File: src/rtl/mc_sequencer_pkg.sv
// Shared definitions for the multicycle MIPS-lite control sequencer:
// ALU class codes, opcodes, state encodings and the decoded opcode class.
package mc_sequencer_pkg;

   localparam int ALU_OP_LENGTH  = 3;
   localparam int DM_TIMEOUT_DEF = 15;

   localparam logic [ALU_OP_LENGTH-1:0] ALU_ADD  = 3'd0;
   localparam logic [ALU_OP_LENGTH-1:0] ALU_SUB  = 3'd1;
   localparam logic [ALU_OP_LENGTH-1:0] ALU_FUNC = 3'd2;
   localparam logic [ALU_OP_LENGTH-1:0] ALU_OR   = 3'd3;
   localparam logic [ALU_OP_LENGTH-1:0] ALU_LUI  = 3'd4;

   localparam logic [5:0] OP_RTYPE = 6'b000000;
   localparam logic [5:0] OP_ORI   = 6'b001101;
   localparam logic [5:0] OP_LUI   = 6'b001111;
   localparam logic [5:0] OP_LW    = 6'b100011;
   localparam logic [5:0] OP_SW    = 6'b101011;
   localparam logic [5:0] OP_BEQ   = 6'b000100;
   localparam logic [5:0] OP_J     = 6'b000010;

   localparam logic [1:0] PC_SRC_SEQ = 2'd0;
   localparam logic [1:0] PC_SRC_BR  = 2'd1;
   localparam logic [1:0] PC_SRC_J   = 2'd2;

   typedef enum logic [2:0] {
      S_FETCH  = 3'd0,
      S_DECODE = 3'd1,
      S_EXEC   = 3'd2,
      S_MEM    = 3'd3,
      S_WB     = 3'd4,
      S_BRANCH = 3'd5,
      S_JUMP   = 3'd6,
      S_TRAP   = 3'd7
   } state_t;

   typedef struct packed {
      logic rtype;
      logic ori;
      logic lui;
      logic lw;
      logic sw;
      logic beq;
      logic j;
      logic illegal;
   } op_class_t;

endpackage

File: src/rtl/mc_sequencer_if.sv
// Control bus between the sequencer and the datapath: IR opcode / flags in,
// write enables, mux selects and status out.
interface mc_sequencer_if;
   import mc_sequencer_pkg::*;

   logic [5:0]               op;
   logic                     zero;
   logic                     dm_ready;
   logic                     ir_we;
   logic                     pc_we;
   logic [1:0]               pc_src;
   logic                     reg_we;
   logic                     reg_dst;
   logic                     wb_sel;
   logic                     alu_src;
   logic                     ext_op;
   logic [ALU_OP_LENGTH-1:0] alu_op;
   logic                     dm_req;
   logic                     dm_we;
   logic                     illegal;
   logic                     bus_err;
   logic [2:0]               state_o;
   logic [31:0]              instret;

   modport master (
      input  op, zero, dm_ready,
      output ir_we, pc_we, pc_src, reg_we, reg_dst, wb_sel, alu_src, ext_op,
             alu_op, dm_req, dm_we, illegal, bus_err, state_o, instret
   );

   modport slave (
      output op, zero, dm_ready,
      input  ir_we, pc_we, pc_src, reg_we, reg_dst, wb_sel, alu_src, ext_op,
             alu_op, dm_req, dm_we, illegal, bus_err, state_o, instret
   );
endinterface

File: src/rtl/mc_sequencer_op_decode.sv
// Opcode to one-hot instruction class, plus immediate extension mode.
module mc_op_decode
   import mc_sequencer_pkg::*;
(
   input  logic [5:0] i_op,
   output op_class_t  o_cls,
   output logic       o_ext_op
);

   always_comb begin
      o_cls    = '0;
      o_ext_op = 1'b0;
      case (i_op)
         OP_RTYPE: o_cls.rtype = 1'b1;
         OP_ORI:   o_cls.ori   = 1'b1;
         OP_LUI:   o_cls.lui   = 1'b1;
         OP_LW:    begin o_cls.lw  = 1'b1; o_ext_op = 1'b1; end
         OP_SW:    begin o_cls.sw  = 1'b1; o_ext_op = 1'b1; end
         OP_BEQ:   begin o_cls.beq = 1'b1; o_ext_op = 1'b1; end
         OP_J:     o_cls.j     = 1'b1;
         default:  o_cls.illegal = 1'b1;
      endcase
   end

endmodule

File: src/rtl/mc_sequencer.sv
// Multicycle control FSM: one state sequence per instruction, a single pc_we
// in its last state, a bounded data-memory wait and a retired-instruction count.
module mc_sequencer
   import mc_sequencer_pkg::*;
#(
   parameter int DM_TIMEOUT = DM_TIMEOUT_DEF
) (
   input  logic          clk,
   input  logic          rst,
   mc_sequencer_if.master bus
);

   localparam int WCW = $clog2(DM_TIMEOUT + 1);
   localparam logic [WCW-1:0] WC_LAST = WCW'(DM_TIMEOUT - 1);

   state_t                   r_state;
   state_t                   w_next;
   logic [WCW-1:0]           r_wait_cnt;
   logic [31:0]              r_instret;
   op_class_t                w_cls;
   logic                     w_ext_op;

   logic                     w_ir_we, w_pc_we, w_reg_we, w_reg_dst, w_wb_sel;
   logic                     w_alu_src, w_dm_req, w_dm_we, w_illegal, w_bus_err;
   logic [1:0]               w_pc_src;
   logic [ALU_OP_LENGTH-1:0] w_alu_op;

   mc_op_decode u_dec (
      .i_op     (bus.op),
      .o_cls    (w_cls),
      .o_ext_op (w_ext_op)
   );

   always_ff @(posedge clk or posedge rst) begin
      if (rst) r_state <= S_FETCH;
      else     r_state <= w_next;
   end

   always_comb begin
      w_next = r_state;
      case (r_state)
         S_FETCH:  w_next = S_DECODE;
         S_DECODE: begin
            if (w_cls.rtype | w_cls.ori | w_cls.lui | w_cls.lw | w_cls.sw) w_next = S_EXEC;
            else if (w_cls.beq) w_next = S_BRANCH;
            else if (w_cls.j)   w_next = S_JUMP;
            else                w_next = S_TRAP;
         end
         S_EXEC:   w_next = (w_cls.lw | w_cls.sw) ? S_MEM : S_WB;
         // dm_ready in the final allowed cycle takes priority over the timeout
         S_MEM: begin
            if (bus.dm_ready)            w_next = w_cls.lw ? S_WB : S_FETCH;
            else if (r_wait_cnt == WC_LAST) w_next = S_TRAP;
            else                         w_next = S_MEM;
         end
         default:  w_next = S_FETCH;
      endcase
   end

   // Outputs are forced idle while rst is high so nothing glitches during reset.
   always_comb begin
      w_ir_we   = 1'b0;
      w_pc_we   = 1'b0;
      w_pc_src  = PC_SRC_SEQ;
      w_reg_we  = 1'b0;
      w_reg_dst = 1'b0;
      w_wb_sel  = 1'b0;
      w_alu_src = 1'b0;
      w_alu_op  = ALU_ADD;
      w_dm_req  = 1'b0;
      w_dm_we   = 1'b0;
      w_illegal = 1'b0;
      w_bus_err = 1'b0;
      if (!rst) begin
         case (r_state)
            S_FETCH: w_ir_we = 1'b1;
            S_EXEC: begin
               w_alu_src = ~w_cls.rtype;
               if (w_cls.rtype)    w_alu_op = ALU_FUNC;
               else if (w_cls.ori) w_alu_op = ALU_OR;
               else if (w_cls.lui) w_alu_op = ALU_LUI;
            end
            S_MEM: begin
               w_dm_req = 1'b1;
               w_dm_we  = w_cls.sw;
               w_pc_we  = w_cls.sw & bus.dm_ready;
            end
            S_WB: begin
               w_reg_we  = 1'b1;
               w_pc_we   = 1'b1;
               w_reg_dst = w_cls.rtype;
               w_wb_sel  = w_cls.lw;
            end
            S_BRANCH: begin
               w_alu_op = ALU_SUB;
               w_pc_we  = 1'b1;
               w_pc_src = bus.zero ? PC_SRC_BR : PC_SRC_SEQ;
            end
            S_JUMP: begin
               w_pc_we  = 1'b1;
               w_pc_src = PC_SRC_J;
            end
            // only an unsupported opcode reaches TRAP via DECODE; lw/sw arrive from MEM
            S_TRAP: begin
               w_pc_we   = 1'b1;
               w_illegal = w_cls.illegal;
               w_bus_err = ~w_cls.illegal;
            end
            default: ;
         endcase
      end
   end

   always_ff @(posedge clk or posedge rst) begin
      if (rst)                  r_wait_cnt <= '0;
      else if (r_state != S_MEM) r_wait_cnt <= '0;
      else                      r_wait_cnt <= r_wait_cnt + 1'b1;
   end

   always_ff @(posedge clk or posedge rst) begin
      if (rst)          r_instret <= '0;
      else if (w_pc_we) r_instret <= r_instret + 32'd1;
   end

   assign bus.ir_we   = w_ir_we;
   assign bus.pc_we   = w_pc_we;
   assign bus.pc_src  = w_pc_src;
   assign bus.reg_we  = w_reg_we;
   assign bus.reg_dst = w_reg_dst;
   assign bus.wb_sel  = w_wb_sel;
   assign bus.alu_src = w_alu_src;
   assign bus.ext_op  = w_ext_op;
   assign bus.alu_op  = w_alu_op;
   assign bus.dm_req  = w_dm_req;
   assign bus.dm_we   = w_dm_we;
   assign bus.illegal = w_illegal;
   assign bus.bus_err = w_bus_err;
   assign bus.state_o = r_state;
   assign bus.instret = r_instret;

endmodule
File: src/flat_wrapper.sv
// flat-port wrapper written by rule: the top's interface ports become plain ports
module mc_sequencer_flat import mc_sequencer_pkg::*;
#(
   parameter int DM_TIMEOUT = DM_TIMEOUT_DEF
)
  (clk, rst, bus_op, bus_zero, bus_dm_ready, bus_ir_we, bus_pc_we, bus_pc_src, bus_reg_we, bus_reg_dst, bus_wb_sel, bus_alu_src, bus_ext_op, bus_alu_op, bus_dm_req, bus_dm_we, bus_illegal, bus_bus_err, bus_state_o, bus_instret);
  mc_sequencer_if bus_i ();
  input  logic clk;
  input  logic rst;
  input wire logic [$bits(bus_i.op)-1:0] bus_op;
  input wire logic [$bits(bus_i.zero)-1:0] bus_zero;
  input wire logic [$bits(bus_i.dm_ready)-1:0] bus_dm_ready;
  output wire logic [$bits(bus_i.ir_we)-1:0] bus_ir_we;
  output wire logic [$bits(bus_i.pc_we)-1:0] bus_pc_we;
  output wire logic [$bits(bus_i.pc_src)-1:0] bus_pc_src;
  output wire logic [$bits(bus_i.reg_we)-1:0] bus_reg_we;
  output wire logic [$bits(bus_i.reg_dst)-1:0] bus_reg_dst;
  output wire logic [$bits(bus_i.wb_sel)-1:0] bus_wb_sel;
  output wire logic [$bits(bus_i.alu_src)-1:0] bus_alu_src;
  output wire logic [$bits(bus_i.ext_op)-1:0] bus_ext_op;
  output wire logic [$bits(bus_i.alu_op)-1:0] bus_alu_op;
  output wire logic [$bits(bus_i.dm_req)-1:0] bus_dm_req;
  output wire logic [$bits(bus_i.dm_we)-1:0] bus_dm_we;
  output wire logic [$bits(bus_i.illegal)-1:0] bus_illegal;
  output wire logic [$bits(bus_i.bus_err)-1:0] bus_bus_err;
  output wire logic [$bits(bus_i.state_o)-1:0] bus_state_o;
  output wire logic [$bits(bus_i.instret)-1:0] bus_instret;
  assign bus_i.op = bus_op;
  assign bus_i.zero = bus_zero;
  assign bus_i.dm_ready = bus_dm_ready;
  assign bus_ir_we = bus_i.ir_we;
  assign bus_pc_we = bus_i.pc_we;
  assign bus_pc_src = bus_i.pc_src;
  assign bus_reg_we = bus_i.reg_we;
  assign bus_reg_dst = bus_i.reg_dst;
  assign bus_wb_sel = bus_i.wb_sel;
  assign bus_alu_src = bus_i.alu_src;
  assign bus_ext_op = bus_i.ext_op;
  assign bus_alu_op = bus_i.alu_op;
  assign bus_dm_req = bus_i.dm_req;
  assign bus_dm_we = bus_i.dm_we;
  assign bus_illegal = bus_i.illegal;
  assign bus_bus_err = bus_i.bus_err;
  assign bus_state_o = bus_i.state_o;
  assign bus_instret = bus_i.instret;
  mc_sequencer #(.DM_TIMEOUT(DM_TIMEOUT)) u_core (.clk(clk), .rst(rst), .bus(bus_i));
endmodule
File: config.mk
export PLATFORM = sky130hd
export DESIGN_NAME = mc_sequencer_flat
export DESIGN_NICKNAME = d
export VERILOG_FILES = /design/src/rtl/mc_sequencer_pkg.sv /design/src/rtl/mc_sequencer_if.sv /design/src/rtl/mc_sequencer_op_decode.sv /design/src/rtl/mc_sequencer.sv /design/src/flat_wrapper.sv
export SDC_FILE = /design/constraint.sdc
export NUM_CORES = 1
export LEC_CHECK = 0
export ABC_AREA = 1
export CAP_MARGIN = 10
export CORE_AREA = 2 2 98 100
export CTS_CLUSTER_DIAMETER = 80
export DETAILED_ROUTE_END_ITERATION = 10
export DIE_AREA = 0 0 100 102
export PLACE_DENSITY_LB_ADDON = 0.15
export SLEW_MARGIN = 0
export SYNTH_ARGS = -nofsm -noshare
export SYNTH_HDL_FRONTEND = slang
export SYNTH_SLANG_ARGS = --single-unit
File: constraint.sdc
create_clock -name clk -period 4.3 [get_ports clk]
set_clock_uncertainty 0.15 [all_clocks]
set_input_delay 0.645 -clock clk [delete_from_list [all_inputs] [get_ports clk]]
set_output_delay 0.645 -clock clk [all_outputs]
set_load 0.05 [all_outputs]
---- Word level (Yosys, flattened, before mapping) ----
Index checks and enable logic that the tools add are counted.
word-level totals
  flip-flop bits (word level) ............. 39
  word-level logic and storage cells ...... 78
  output and inout port bits .............. 51
  input bits .............................. 10
operators by class
  bitwise gates (word level) .............. 7
  reductions and logical operators ........ 5
  add/subtract/negate cells ............... 2
  mux-type cells .......................... 46
  eq/ne operators ......................... 15
operators by type and width
  cell                                                   count
  adder 32 x 1 -> 32 bit, second input constant          1
  two-way mux 1 bit                                      30
  two-way mux 3 bit                                      10
  == test 3 bit, second input constant                   4
  == test 6 x 4 -> 1 bit, second input constant          2
  == test 6 bit, second input constant                   2
  case mux 3 bit (4 select lines)                        1
  OR reduction 7 bit                                     1
  == test 3 x 2 -> 1 bit, second input constant          2
  == test 6 x 2 -> 1 bit, second input constant          1
  == test 6 x 3 -> 1 bit, second input constant          1
  logical NOT 6 bit                                      1
  case mux 3 bit (2 select lines)                        1
  bitwise OR 1 bit                                       5
  adder 4 x 1 -> 4 bit, second input constant            1
  == test 4 bit, second input constant                   1
  two-way mux 4 bit                                      1
  case mux 2 bit (2 select lines)                        1
  OR reduction 4 bit                                     1
  == test 3 x 1 -> 1 bit, second input constant          1
  logical NOT 3 bit                                      1
  inequality test 3 x 2 -> 1 bit, second input constant  1
  OR reduction 3 bit                                     1
  two-way mux 2 bit                                      1
  3 further kinds                                        3

---- Logic depth before layout (Yosys ltp) ----
  word-level depth ........................ 8
  depth in mapped cells ................... 10
  gate-level depth less buffers ........... 10

---- By module ----
From an unflattened synthesis, not the netlist that was laid out.
unflattened totals
  cell total of the unflattened synthesis .. 328
  area, all modules ....................... 2394.8 um^2
by module, submodules not included
  module        times used  area each (um^2)  cells an instance  seq. area each (um^2)
  mc_sequencer  1           2269.7            300                975.9
  mc_op_decode  1           125.1             28                 0.0

---- Worst setup path before layout ----
Ideal clock, no wire load.
  path kind ............................... input port to output port
  start ................................... in rst
  end ..................................... out bus_alu_op[2]
  data required time ...................... 3.505 ns
  slack ................................... 0.398 ns
  arrival ................................. 3.107 ns
  stages .................................. 4
  path through ............................ buf_2 inv_1 nand3_1 a211oi_1
on the way
  cells in the longest elaborated chain, start to end .. 1
RTL lines
  item               line                source
  from (decl)        flat_wrapper.sv:9   input logic rst;
  two-way mux 3 bit  mc_sequencer.sv:74  if (!rst) begin
  to (decl)          flat_wrapper.sv:21  output wire logic [$bits(bus_i.alu_op)-1:0] bus_alu_op;
No other way between the ends.

---- Worst setup path in the final report ----
  start ................................... in rst
  end ..................................... out bus_illegal
on the way
  cells in the longest elaborated chain, start to end .. 1
RTL lines
  item               line                source
  two-way mux 1 bit  mc_sequencer.sv:74
  to (decl)          flat_wrapper.sv:24  output wire logic [$bits(bus_i.illegal)-1:0] bus_illegal;
No other way between the ends.

==> metrics.csv <==
metric;value;unit
run_status;finished clean;
critPathKind;in2out;
syn-cell-area;2680;µm²
hpwl;5910;µm
fin_crit_sh;81.2;%
critPathCapture;bus_illegal;
die_area;10200;µm²
cts-resized-gates;0;
grt_max_degree;44;
cts_num_sinks;39;
synth.avg_cell_area;6.44;µm²
cts_made_buffers;5;
cp-end-kind;primary output;
drt_wl_total;7730;µm
r2r-end;u_core.bus.instret[21];
rows;35;
worstRegToRegCells;11;
placeableCoreArea;9110;µm²
r2r-start;u_core.bus.state_o[1];
yosys_warnings;0;
total_power;1430;µW
path_clk_slew;0.09;ns
rsz0062_at_grt;no;
drtIter0Drc;138;
port_buffers;60;
viasPerCell;4.67;
ant_nets;0;
cp.required;3.50;ns
dp_cells;583;
crit_path_frequent_cell;clkdlybuf4s50_1;
h-tree-depth;2;
gp_congestion;0.906;
ctsLongestPathBuffers;2;
ys_seq_area_share;36.4;%
powerDensity;401;nW/µm²
antenna_found_initial;0;
ios;61;
r2r_setup_slack;2.28;ns
routedWlPerCell;13.1;µm
p_leak;0.00159;µW
die_w;100;µm
die_y;102;µm
finalSetupViolCount;0;
slowest_delay;0.86;ns
dr.pass1.iters;5;
cp.arrival;2.70;ns
cp_slowest_cell;clkdlybuf4s50_1;
post_cts_buffers;0;
cts_hold_buf;0;
max_freq;0.286;GHz
tns;0;ns
diodes;0;
layout_setup_ws;0.808;ns
overflow;0;
synth_seq_cells;39;
final_cell_count_no_fill;591;
cts_tree;yes;
pre_cts_ws;0.809;ns
worstSetupStartpointType;input pin;
nets;492;
cp_num_cells;5;
syn-num-nets;430;
area_growth;32.7;%
peakVddDrop;0.266;mV
clk_latency;0.30;ns
synthCells;417;
start_util;29.5;%
grt_first_pass_wirelength;13000;µm
grt_use_total;16.0;%
critPathTopFamily;buffers and inverters;
synth.distinct_cells;28;
layout_min_cycle_time;3.49;ns
cap_violations;0;
min_path_type;reg2reg;
cp_cell_sequence;clkdlybuf4s50_1 > nor2_1 > nand2_1 > nor4_1 > clkdlybuf4s50_1;
crit_start;rst;
vias;2760;
path_max_fanout;8;
drc_errors;0;
grt_pass1_vias;2768;
drive_above_1_share;5.21;%
relSlewSlack;60.8;%
cp_num_buf_inv;2;
tightest_slew;0.584;ns
hold_violations;0;
finalMaxSlewViolations;0;
ctsRootBufferMaster;clkbuf_8;
-- registers in the layout, indices dropped and copies added (netlist names) --
name	flops
u_core.bus.instret	32
u_core.bus.state_o	3
u_core.r_wait_cnt	4
-- report_power, final --
part           internal [µW]  switching (µW)
clock                    232             139
sequential               413            64.4
combinational            179             403
-- stage by stage --
| stage | area [µm²] | hold WS, ns | utilization (%) |
|---|---|---|---|
| 3_3_place_gp | 3430 | 0.322 | 37.7 |
| 4_1_cts | 3560 | 0.345 | 39.1 |
| 6_report | 3560 | 0.334 | 39.1 |
| 2_1_floorplan | 2680 | 0.302 | - |
| 3_5_place_dp | 3430 | 0.333 | 37.7 |
| 5_1_grt | 3560 | 0.367 | 39.1 |
-- metal layers --
metal  GRT usage [%]  vias up  share of wire, %
met5               0        -                 0
met4            4.32        0               1.5
met3            3.90        8               6.6
met2            28.6       84                48
met1            19.3     1238                44
li1                -     1430                 -
-- cell families after synthesis --
family	share of synthesized area (%)
compound gates	2.05
flops	36.4
simple gates	48.5
buf+inv	7.09
xor+xnor	4.57
fa+ha+maj	1.40
-- final cells by class --
type                       count  area (µm²)
fill                         977        5550
multi-input combinational    332        1520
timing repair buffer          64         658
clock inverter                 2        60.1
tap                          111         139
inverter                      37         139
clock buffer                   6        72.6
sequential                    39         976
-- cell usage in the layout (no fill, tap or decap), drive strengths merged --
cell and n:
xor2 13, clkbuf 6, ha 3, bufinv 2
xnor2 1, nor2 70, nand2 170, nor3 7
buf 8, nor4 3, inv 37, nor3b 1
a21o 1, nand4 4, nand3 42, a21oi 1
o22ai 2, a211oi 2, nand3b 9, clkdlybuf4s50 56
dfrtp 39, o21ai 3
-- cells in the mapped netlist, drive strengths merged --
cell    count  area (µm²)
nor3        7        35.0
a21oi       1        5.00
nand2     170         653
xor2       13         114
nand3b      9        67.6
ha          3        37.5
nor2       70         280
o21ai       3        15.0
nor4        3        18.8
a211oi      2        15.0
clkbuf      2        7.51
nand4       4        25.0
nor3b       1        7.51
inv        37         139
a21o        1        7.51
o22ai       2        12.5
dfrtp      39         976
buf         7        43.8
nand3      42         215
xnor2       1        8.76
-- how the worst min path moves through the flow --
stage	from	to	cells past startpoint	slack [ns]
floorplan	u_core.r_wait_cnt[0]	u_core.r_wait_cnt[0]	1	0.30
global placement	u_core.r_wait_cnt[0]	u_core.r_wait_cnt[0]	1	0.32
detailed placement	u_core.r_wait_cnt[0]	u_core.r_wait_cnt[0]	1	0.33
CTS	u_core.r_wait_cnt[0]	u_core.r_wait_cnt[0]	1	0.35
global route	u_core.r_wait_cnt[0]	u_core.r_wait_cnt[0]	1	0.37
finish	u_core.r_wait_cnt[0]	u_core.r_wait_cnt[0]	1	0.33
(Power assumes the default switching activity.)
